==> src/rtl/imem_pkg.sv <==
// Shared types and constants for the instruction-memory arbiter.
package imem_pkg;

  typedef enum logic {
    ST_FETCH = 1'b0,
    ST_LOAD  = 1'b1
  } imem_state_e;

  localparam int          IMEM_DEPTH = 128;
  localparam int          WIDX_W     = 30;
  localparam logic [31:0] FILL_WORD  = 32'h0000_0000;

endpackage

==> src/rtl/imem_burst_limiter.sv <==
// Saturating loader-burst counter and grant decision.
// Guarantees one fetch slot after MAX_BURST loader grants.
module imem_burst_limiter #(
  parameter int MAX_BURST = 4
) (
  input  logic i_clk,
  input  logic i_rst_n,
  input  logic i_load_req,
  input  logic i_fetch_req,
  output logic o_load_win,
  output logic o_fetch_win
);

  localparam int CW = 4;

  logic [CW-1:0] r_cnt;
  logic          w_sat;

  assign w_sat = (r_cnt == CW'(MAX_BURST));

  assign o_load_win  = i_rst_n & i_load_req
                     & (~w_sat | ~i_fetch_req);
  assign o_fetch_win = i_rst_n & i_fetch_req
                     & ~o_load_win;

  always_ff @(posedge i_clk or negedge i_rst_n) begin
    if (!i_rst_n) begin
      r_cnt <= '0;
    end else if (!i_load_req || o_fetch_win) begin
      r_cnt <= '0;
    end else if (o_load_win && !w_sat) begin
      r_cnt <= r_cnt + CW'(1);
    end
  end

endmodule

==> src/rtl/imem_arbiter.sv <==
// Single-port instruction memory arbiter: fetch vs program loader.
// Define IMEM_ARB_PERF_EN to add StallCount/LoadCount outputs.
module imem_arbiter
  import imem_pkg::*;
#(
  parameter int DEPTH     = IMEM_DEPTH,
  parameter int MAX_BURST = 4
) (
  input  logic        CLK,
  input  logic        RESETn,
  input  logic        FetchReq,
  input  logic [31:0] PC,
  output logic [31:0] Instr,
  output logic        InstrValid,
  output logic        Stall,
  input  logic        LoadReq,
  input  logic [31:0] LoadAddr,
  input  logic [31:0] LoadData,
  output logic        LoadAck,
  output logic        LoadErr,
  output logic        FetchErr,
  output logic [31:0] MemAddr,
  output logic        MemWE,
  output logic [31:0] MemWD,
  input  logic [31:0] MemRD
`ifdef IMEM_ARB_PERF_EN
  ,
  output logic [31:0] StallCount,
  output logic [31:0] LoadCount
`endif
);

  logic [WIDX_W-1:0] w_fidx;
  logic [WIDX_W-1:0] w_lidx;
  logic              w_f_oob;
  logic              w_l_bad;
  logic              w_load_win;
  logic              w_fetch_win;
  logic              w_unused;
  imem_state_e       w_state;

  assign w_fidx   = PC[31:2];
  assign w_lidx   = LoadAddr[31:2];
  assign w_unused = ^PC[1:0];

  // full 30-bit index compare: no aliasing past DEPTH
  assign w_f_oob = ({2'b00, w_fidx} >= 32'(DEPTH));
  assign w_l_bad = (|LoadAddr[1:0])
                 | ({2'b00, w_lidx} >= 32'(DEPTH));

  imem_burst_limiter #(
    .MAX_BURST (MAX_BURST)
  ) u_lim (
    .i_clk       (CLK),
    .i_rst_n     (RESETn),
    .i_load_req  (LoadReq),
    .i_fetch_req (FetchReq),
    .o_load_win  (w_load_win),
    .o_fetch_win (w_fetch_win)
  );

  assign w_state = w_load_win ? ST_LOAD : ST_FETCH;

  assign MemAddr = (w_state == ST_LOAD) ? {2'b00, w_lidx}
                                        : {2'b00, w_fidx};
  assign MemWE   = w_load_win & ~w_l_bad;
  assign MemWD   = MemWE ? LoadData : FILL_WORD;
  assign LoadAck = w_load_win;
  assign LoadErr = w_load_win & w_l_bad;
  assign Stall   = FetchReq & ~w_fetch_win;

  always_ff @(posedge CLK or negedge RESETn) begin
    if (!RESETn) begin
      Instr      <= FILL_WORD;
      InstrValid <= 1'b0;
      FetchErr   <= 1'b0;
    end else if (w_fetch_win) begin
      Instr      <= w_f_oob ? FILL_WORD : MemRD;
      InstrValid <= 1'b1;
      FetchErr   <= w_f_oob;
    end else begin
      InstrValid <= 1'b0;
      FetchErr   <= 1'b0;
    end
  end

`ifdef IMEM_ARB_PERF_EN
  always_ff @(posedge CLK or negedge RESETn) begin
    if (!RESETn) begin
      StallCount <= '0;
      LoadCount  <= '0;
    end else begin
      StallCount <= StallCount + {31'b0, Stall};
      LoadCount  <= LoadCount + {31'b0, MemWE};
    end
  end
`endif

endmodule
==> config.mk <==
export PLATFORM = sky130hd
export DESIGN_NAME = imem_arbiter
export DESIGN_NICKNAME = d
export VERILOG_FILES = /design/src/rtl/imem_pkg.sv /design/src/rtl/imem_burst_limiter.sv /design/src/rtl/imem_arbiter.sv
export SDC_FILE = /design/constraint.sdc
export NUM_CORES = 1
export LEC_CHECK = 0
export ABC_CLOCK_PERIOD_IN_PS = 5100
export CAP_MARGIN = 10
export CORE_MARGIN = 5
export CORE_UTILIZATION = 32
export CTS_BUF_LIST = sky130_fd_sc_hd__clkbuf_16
export DETAILED_ROUTE_END_ITERATION = 16
export PLACE_DENSITY = 0.93
export SYNTH_ARGS = -nofsm -noshare
export SYNTH_HDL_FRONTEND = slang
export SYNTH_HIERARCHICAL = 1
export SYNTH_SLANG_ARGS = --single-unit
export TNS_END_PERCENT = 100
==> constraint.sdc <==
create_clock -name CLK -period 5.1 [get_ports CLK]
set_input_delay 0.51 -clock CLK [delete_from_list [all_inputs] [get_ports CLK]]
set_output_delay 0.51 -clock CLK [all_outputs]
set_load 0.01 [all_outputs]
# [After elaboration in Yosys (flattened, before gate mapping)]
# Index checks and enable logic that the tools add are counted.
[classes] n_addsub=1 order_cmp=2 n_eq_ne=1 mux=8 n_bitwise=14 n_reduce_logical=6
[op_table] operator="2-to-1 mux 32 bit" n=2
[op_table] operator="greater-or-equal comparator 30 x 8 -> 1 bit, second input constant" n=2
[op_table] operator="2-to-1 mux 30 bit" n=1
[op_table] operator="2-to-1 mux 4 bit" n=2
[op_table] operator="AND 1 bit" n=7
[op_table] operator="inverter 1 bit" n=5
[op_table] operator="adder 4 x 1 -> 4 bit, second input constant" n=1
[op_table] operator="equality test 4 x 3 -> 1 bit, second input constant" n=1
[op_table] operator="2-to-1 mux 1 bit" n=3
[op_table] operator="zero test 1 bit" n=2
[op_table] operator="OR 1 bit" n=2
[op_table] operator="nonzero test 2 bit" n=1
[op_table] operator="OR reduction 2 bit" n=1
[op_table] operator="logical AND 1 bit" n=1
[op_table] operator="logical OR 1 bit" n=1
[word_totals] register_bits=38 in_bits=132 output_inout_bits=102 word_cells=36

# [Depth between registers and ports, before layout]
# Gate-level depths: netlist (run 1).
[depth] word_depth=8 mapped_depth=8 depth_no_buf=7

# [Cells and area by module]
# Netlist (run 1), hierarchy kept.
[modules_own_cells] module="imem_arbiter" n_inst=1 cells_per_inst=276 area_per_inst_um2=2311.0 seq_area_each_um2=850.8
[modules_own_cells] module="imem_burst_limiter" n_inst=1 cells_per_inst=30 area_per_inst_um2=251.5 seq_area_each_um2=100.1

# [Worst setup path before layout (run 1)]
# No wires, ideal clock.
[synth_timing] path_kind="register to output" startpoint="register u_lim.r_cnt[0]" endpoint="output port MemWD[22]" arrival_time_ps=2009 required_time_ps=4590 setup_slack_ps=2581 path_stages_with_launch=9 n_path_buf=1 path_cell_list="dfrtp_1 -> inv_1 -> ha_1 -> nand2_1 -> nor2_1 -> a21oi_1 -> inv_1 -> clkbuf_1 -> nor4_1"
[synth_between] elab_chain_len=6
[synth_rtl] item="from (decl)" line_no="imem_burst_limiter.sv:16" rtl="logic [CW-1:0] r_cnt;"
[synth_rtl] item="from (signal assigned)" line_no="imem_burst_limiter.sv:32" rtl="r_cnt <= r_cnt + CW'(1);"
[synth_rtl] item="equality test 4 x 3 -> 1 bit" line_no="imem_burst_limiter.sv:19" rtl="assign w_sat = (r_cnt == CW'(MAX_BURST));"
[synth_rtl] item="inverter 1 bit" line_no="imem_burst_limiter.sv:22" rtl="& (~w_sat | ~i_fetch_req);"
[synth_rtl] item="OR 1 bit" line_no="imem_burst_limiter.sv:22"
[synth_rtl] item="AND 1 bit" line_no="imem_burst_limiter.sv:22"
[synth_rtl] item="via LoadAck" line_no="imem_arbiter.sv:19" rtl="output logic LoadAck,"
[synth_rtl] item="AND 1 bit" line_no="imem_arbiter.sv:66" rtl="assign MemWE = w_load_win & ~w_l_bad;"
[synth_rtl] item="2-to-1 mux 32 bit" line_no="imem_arbiter.sv:67" rtl="assign MemWD = MemWE ? LoadData : FILL_WORD;"
[synth_rtl] item="to (decl)" line_no="imem_arbiter.sv:24" rtl="output logic [31:0] MemWD,"
# The timed path passes the listed nets, and every way through them passes these cells.

# [Final worst setup path (run 1)]
[layout_timing] startpoint="input port LoadReq" endpoint="output port MemWD[8]"
[layout_between] elab_chain_len=4
[layout_rtl] item="from (decl)" line_no="imem_arbiter.sv:16" rtl="input logic LoadReq,"
[layout_rtl] item="AND 1 bit" line_no="imem_burst_limiter.sv:21" rtl="assign o_load_win = i_rst_n & i_load_req"
[layout_rtl] item="AND 1 bit" line_no="imem_burst_limiter.sv:22"
[layout_rtl] item="AND 1 bit" line_no="imem_arbiter.sv:66"
[layout_rtl] item="2-to-1 mux 32 bit" line_no="imem_arbiter.sv:67"
# Every way passes these cells.

==> results.md, run 1 <==
- Total negative slack: 0 ns
- Worst-Skew Late Latency: 0.27 ns
- Fraction of registers with async set/reset: 100%
- Cell Chain, Critical Path: clkdlybuf4s50_1 > nand2_1 > a21oi_4 > inv_1 > nor4_1 > clkdlybuf4s50_1
- Die Y: 99.5 microns
- Crit path kind: in2out
- Comb power frac: 26.5%
- TritonCTS clock tree: built
- Via Count: 3134
- Average size of a mapped cell: 8.37 sq um
- Max Used Layer: met4
- RD Place Congestion: 0.900
- Num rows: 32
- Worst path top cell family by delay: buffers and inverters
- Crit end category: output pin
- Largest stage delay, worst path: 0.65 ns
- Root Buffer: clkbuf_16
- Setup bufs post-CTS: 0
- Synth area leaders: dfrtp_1, mux2_2, o32ai_1
- Switch share: 23.0%
- Clock buffer depth: 2
- RSZ-0062 raised after global routing: no
- Die area: 0.00990 sq mm
- Post-synth EDFFs: 0
- Commonest cells post-synth: inv_1, nor4_1, dfrtp_1, nand2_1, o32ai_1
- CTS buffer count: 5
- Slew HR: 33.1%
- Core box area: 0.00777 sq mm
- # diodes: 0
- PwrDens: 173 mW/mm^2
- CP required: 4.59 ns
- Nets: 657
- HP Class: in2async
- Most instantiated library cell after synthesis: inv_1
- CTS resizes: 0
- Pint: 0.000681 W
- WL met1: 4620 microns
- Routed Antenna Nets: 0
- Layout Area Growth over Synthesis: 99.3%
- Final Skew: 0.00309 ns
- Maximum vdd ir drop: 0.166 mV
- Num ports: 234
- Final period utilization: 70.0%
- Met2 Wirelength: 6090 microns
- Fillers: 625
- CP Data Arrival Time: 3.06 ns
- Initial cell density of the core: 33.0%
- Syn. warnings: 6
- First-pass GRT wire length: 17900 microns
- Hold Buf Count CTS: 0
- Final worst setup slack: 1.53 ns
- WL final: 11900 microns
- Sequential fraction of the synthesis area: 37.1%
- Area share of the largest cell type after synthesis: 37.1%
- Leak: 1.95 nW
- Status: finished clean
- CP max FO: 33
- Drt drc: 0
- Slowest cell on the critical path: clkdlybuf4s50_1
- Fin. Hold Viols: 0
- Initial antenna violation count: 0
- Iteration-0 DRC Markers: 200
- H-tree Lvls: 2
- Hpwl dp: 9530 microns
- Buf/Inv on CP: 3
- Vias in the first global route: 3228
- Post-route minimum period: 3.57 ns
- Yosys top cell by area: dfrtp_1
- Critical Path Start Type: input port
- Die width: 99.5 microns
- Post-synth cell types: 29
- Cell area after synthesis: 0.00256 sq mm
- Largest net degree at the start of global routing: 68
- Synth Register Bits: 38
- Max-Cap Viols: 0
- Non-Filler Instances: 626
- GR Util All Layers: 22.7%
- Routed length on met3: 971 microns
- Sequential power share: 34.6%
- Register area: 951 sq um
- Reg clk slew, reported paths: 0.06 ns
- Fraction of layout cells with a size suffix above 1: 9.35%
- Setup Viol. Count Final: 0
- Max Slew Vio Count: 0
- 1st-pass router iterations: 4
- Pre-CTS setup slack: 1.18 ns
- Switch Pwr: 0.000203 W
- Footprint of the multi-input gates: 0.00126 sq mm
- Dpl cells: 617
- Sink Count: 38
- Hold_ws: 0.358 ns
- Most common cell on crit path: clkdlybuf4s50_1
- Max Clk Rate: 280 MHz
- Cell count after synthesis: 306
- Core Util, Final: 65.7%
- Total gr overflow: 0
- IO buf count: 229
- Part of the power in the clock network: 38.9%
- Via-per-instance ratio: 5.01
- Slew @ Worst Pin: 1.00 ns
- Synth Flop Type: dfrtp_1
- WL/cell: 19.0 microns
area by class of cell:
class / instances / share of cell area (%)
Clock inverter: 3 / 0.809
Sequential cell: 38 / 18.6
Multi-Input combinational cell: 175 / 24.7
Inverter: 67 / 4.93
Clock buffer: 5 / 2.45
Tap cell: 102 / 2.50
Timing Repair Buffer: 236 / 46.0
path summary, 6_finish.rpt:
kind | startpoint | to | slack (ns) | cells after the start
min in group CLK | Instr[18]$_DFFE_PN0P_ | Instr[18]$_DFFE_PN0P_ | 0.53 | 2
max in group asynchronous | RESETn | Instr[29]$_DFFE_PN0P_ | 4.38 | 2
max | LoadReq | MemWD[8] | 1.53 | 6
min reg2reg | Instr[18]$_DFFE_PN0P_ | Instr[18]$_DFFE_PN0P_ | 0.53 | 2
max reg2reg | u_lim/r_cnt[0]$_DFFE_PN0P_ | Instr[15]$_DFFE_PN0P_ | 2.92 | 7
min | RESETn | Instr[11]$_DFFE_PN0P_ | 0.36 | 2
sequential cells by signal (all words and copies together), names as in the netlist:
name / cells
FetchErr: 1
InstrValid: 1
Instr: 32
u_lim/r_cnt: 4
cell families (layout without fill, tap and decap cells):
group                      Yosys count  after routing  share of synthesized area (%)
and+or+nand+nor                     98             98                           20.0
buffers and inverters               94            311                           14.6
AOI/OAI and AO/OA                   43             43                           14.0
DFF                                 38             38                           37.1
muxes                               30             30                           13.2
adders and majority gates            2              2                          0.976
other                                1              2                          0.146
per-layer routing:
metal  vias to the layer above  global-route usage, %
met5                         -                      0
met4                         0                   4.62
met3                        18                   6.73
met2                       143                   39.9
met1                      1463                   27.7
li1                       1510                      -
power groups by stage:
| stage | combinational, W | sequential, W | clock, W |
|---|---|---|---|
| final | 0.000234 | 0.000306 | 0.000344 |
| after global routing | 0.000250 | 0.000306 | 0.000364 |
| after CTS | 0.000235 | 0.000306 | 0.000351 |
| after detailed placement | 0.000234 | 0.000312 | 0 |
| after global placement | 0.000229 | 0.000311 | 0 |
| after floorplan | 0.0000650 | 0.000312 | 0 |
placed cells by master (no fill, tap or decap), drive strengths merged, types with 2 or more instances in the layout:
| cell | instances |
|---|---|
| nor3 | 3 |
| o32ai | 32 |
| nand3 | 2 |
| nand2 | 38 |
| ha | 2 |
| mux2 | 30 |
| buf | 8 |
| a21oi | 2 |
| dfrtp | 38 |
| nor4 | 42 |
| conb | 2 |
| o21ai | 2 |
| inv | 68 |
| clkbuf | 5 |
| clkdlybuf4s50 | 228 |
| nor2 | 3 |
| o21a | 3 |
| nand4 | 4 |
per-stage QoR:
stage | power (W) | cell area (sq um)
after floorplan | 0.000377 | 2570
after global placement | 0.000540 | 4920
after detailed placement | 0.000546 | 4920
after CTS | 0.000892 | 5090
after global routing | 0.000920 | 5110
final | 0.000884 | 5110
No activity file was read; power rests on OpenSTA's default activity.
==> run 2: changes to the inputs <==
Settings changed: ABC_CLOCK_PERIOD_IN_PS 5100 to 3000, CORE_UTILIZATION 32 to 28, PLACE_DENSITY 0.93 to 0.87.
Clock period 5.1 ns to 3 ns, I/O delays scaled along.
==> run 2 against run 1 <==
- via count up 1.7%
- power up 71%
- sequential power up 70%
- clock skew about the same
- global-route usage down 3.3 points
- non-clock buffer count up 14
- count of clock-buffer cells in the layout unchanged
- largest cell class unchanged
==> results.md, run 2 (synthesized netlist as in run 1, its figures left out) <==
- Part of the power in the clock network: 38.8% (about the same)
- Critical Path Start Type: input port
- Hold_ws: 0.138 ns (-0.220 ns)
- Footprint of the multi-input gates: 0.00129 sq mm (+2.5%)
- Core box area: 0.00906 sq mm (+17%)
- Commonest non-fill, non-tap cell in the layout: clkdlybuf4s50_1
- Fillers: 771 (+23%)
- TritonCTS clock tree: built
- Routed Antenna Nets: 0 (unchanged)
- Root Buffer: clkbuf_16
- Slew @ Worst Pin: 0.619 ns (-0.383 ns)
- GR Util All Layers: 19.4% (-3.3 points)
- Nets: 671 (+2.1%)
- Slew HR: 58.7% (+26 points)
- Sequential power share: 34.4% (-0.2 points)
- Initial antenna violation count: 1 (+1)
- Register area: 951 sq um (unchanged)
- Top flop regs: Instr (32), u_lim/r_cnt (4)
- Max Clk Rate: 347 MHz
- Num ports: 234 (unchanged)
- Hpwl dp: 9310 microns (-2.3%)
- Largest reg by FF count: Instr
- Drt drc: 0 (unchanged)
- Iteration-0 DRC Markers: 123 (-39%)
- Leak: 2.50 nW (+28%)
- Pint: 0.00116 W (+71%)
- Final period utilization: 96.1%
- WL/cell: 18.2 microns (-4.2%)
- Die width: 106 microns (+6.2%)
- Worst-Skew Late Latency: 0.27 ns (about the same)
- Crit path kind: in2out
- H-tree Lvls: 2 (unchanged)
- Via-per-instance ratio: 4.91 (-1.9%)
- WL final: 11800 microns (-0.65%)
- Sink Count: 38 (unchanged)
- CP required: 2.70 ns (-1.89 ns)
- Layout Area Growth over Synthesis: 108%
- Maximum vdd ir drop: 0.259 mV (+55%)
- Num rows: 35 (+9.4%)
- Comb power frac: 26.8% (+0.3 points)
- Die area: 0.0112 sq mm (+13%)
- Largest net degree at the start of global routing: 67 (-1.5%)
- CP Data Arrival Time: 2.58 ns (-0.48 ns)
- Clock buffer depth: 2 (unchanged)
- Hold Buf Count CTS: 0 (unchanged)
- First-pass GRT wire length: 17500 microns (-2.7%)
- Number of flip-flops under the largest register name: 32 (unchanged)
- CTS buffer count: 5 (unchanged)
- Total chip power: 0.00151 W (+71%)
- Switch share: 23.0% (+0.063 points)
- CP max FO: 4 (-88%)
- Die Y: 106 microns (+6.2%)
- 1st-pass router iterations: 4 (unchanged)
- PwrDens: 283 mW/mm^2 (+64%)
- Max-Cap Viols: 0 (unchanged)
- # diodes: 0 (unchanged)
- HP Class: in2async
- IO buf count: 229 (unchanged)
- Reg clk slew, reported paths: 0.06 ns (about the same)
- Vias in the first global route: 3291 (+2.0%)
- Fraction of layout cells with a size suffix above 1: 13.0% (+3.7 points)
- FF-to-FF path depth: 7 (unchanged)
- Core Util, Final: 58.9% (-6.8 points)
- Fin. Hold Viols: 0 (unchanged)
- Commonest non-fill, non-tap cells in the layout: clkdlybuf4s50_1, inv_1, dfrtp_1, nand2_1, nor4_1
- Switch Pwr: 0.000348 W (+72%)
- Via Count: 3186 (+1.7%)
- Max Slew Vio Count: 0 (unchanged)
- Initial cell density of the core: 28.3% (-4.7 points)
- Total gr overflow: 0 (unchanged)
- Status: finished clean
- Final Skew: 0.00279 ns (-0.000299 ns)
- RD Place Congestion: 0.941 (+4.6%)
- Post-route minimum period: 2.88 ns
- Crit end category: output pin
- Setup Viol. Count Final: 0 (unchanged)
- RSZ-0062 raised after global routing: yes
run 2: cell types whose count changed in the layout (fill, tap and decap cells not counted):
| cell | change |
|---|---|
| buf_12 | +2 |
| inv_1 | -2 |
| buf_6 | +1 |
| clkdlybuf4s50_1 | -25 |
| buf_8 | -1 |
| nor4_2 | +5 |
| buf_4 | +12 |
| dlymetal6s2s_1 | +25 |
| clkinv_2 | +2 |
| nor4_1 | -5 |
run 2: timing repair:
action / 4_1_cts / 5_1_grt
endpoints found under the setup margin: 3 / 58
gates resized for setup: 1 / 31
buffers inserted: 3 / 3
endpoints found under the hold margin: 0 / 0
run 2: per-layer routing:
layer / global-route usage [%] / wire [microns] / part of all wire, %
met1: 23.9 / 4670 / 40
met2: 33.8 / 6070 / 51
met3: 5.08 / 804 / 6.8
met4: 4.81 / 241 / 2.0
met5: 0 / 13 / 0.11
run 2: worst paths after layout:
check | startpoint | end | slack [ns]
worst max-delay path | LoadAddr[15] | MemWD[23] | 0.12
worst min-delay path | RESETn | Instr[12]$_DFFE_PN0P_ | 0.14
worst max register to register | u_lim/r_cnt[0]$_DFFE_PN0P_ | Instr[22]$_DFFE_PN0P_ | 0.78
worst min register to register | Instr[14]$_DFFE_PN0P_ | Instr[14]$_DFFE_PN0P_ | 0.53
max in group asynchronous | RESETn | u_lim/r_cnt[2]$_DFFE_PN0P_ | 2.48
min in group CLK | Instr[14]$_DFFE_PN0P_ | Instr[14]$_DFFE_PN0P_ | 0.53
run 2: final cells by class:
type | instances | area share (%)
inverters | 67 | 4.78
clock buffers | 5 | 2.34
well taps | 111 | 2.60
flip-flops and latches | 38 | 17.8
repair buffers | 250 | 47.5
clock inverters | 3 | 0.750
multi-input cells | 175 | 24.2
run 2: critical path, stage by stage:
cell	delay [ns]
clkdlybuf4s50_1	0.43
nor4_2	0.28
buf_4	0.16
nand4_1	0.23
buf_4	0.23
nor4_1	0.24
buf_4	0.17
clkdlybuf4s50_1	0.54
run 2: stage by stage:
stage / TNS [ns] / cells / instance area [sq um] / setup slack [ns]
floorplan: 0 / 307 / 2570 / 0.691
global placement: 0 / 635 / 5030 / 0.131
detailed placement: 0 / 635 / 5030 / 0.0441
CTS: 0 / 646 / 5220 / 0.0230
global route: -0.147 / 649 / 5340 / -0.0585
finish: 0 / 649 / 5340 / 0.116
run 2: power groups by stage:
stage | Combinational [W] | Clock (W) | Sequential [W]
global placement | 0.000389 | 0 | 0.000529
floorplan | 0.000111 | 0 | 0.000530
CTS | 0.000403 | 0.000602 | 0.000520
detailed placement | 0.000397 | 0 | 0.000529
finish | 0.000405 | 0.000587 | 0.000520
global route | 0.000431 | 0.000633 | 0.000520
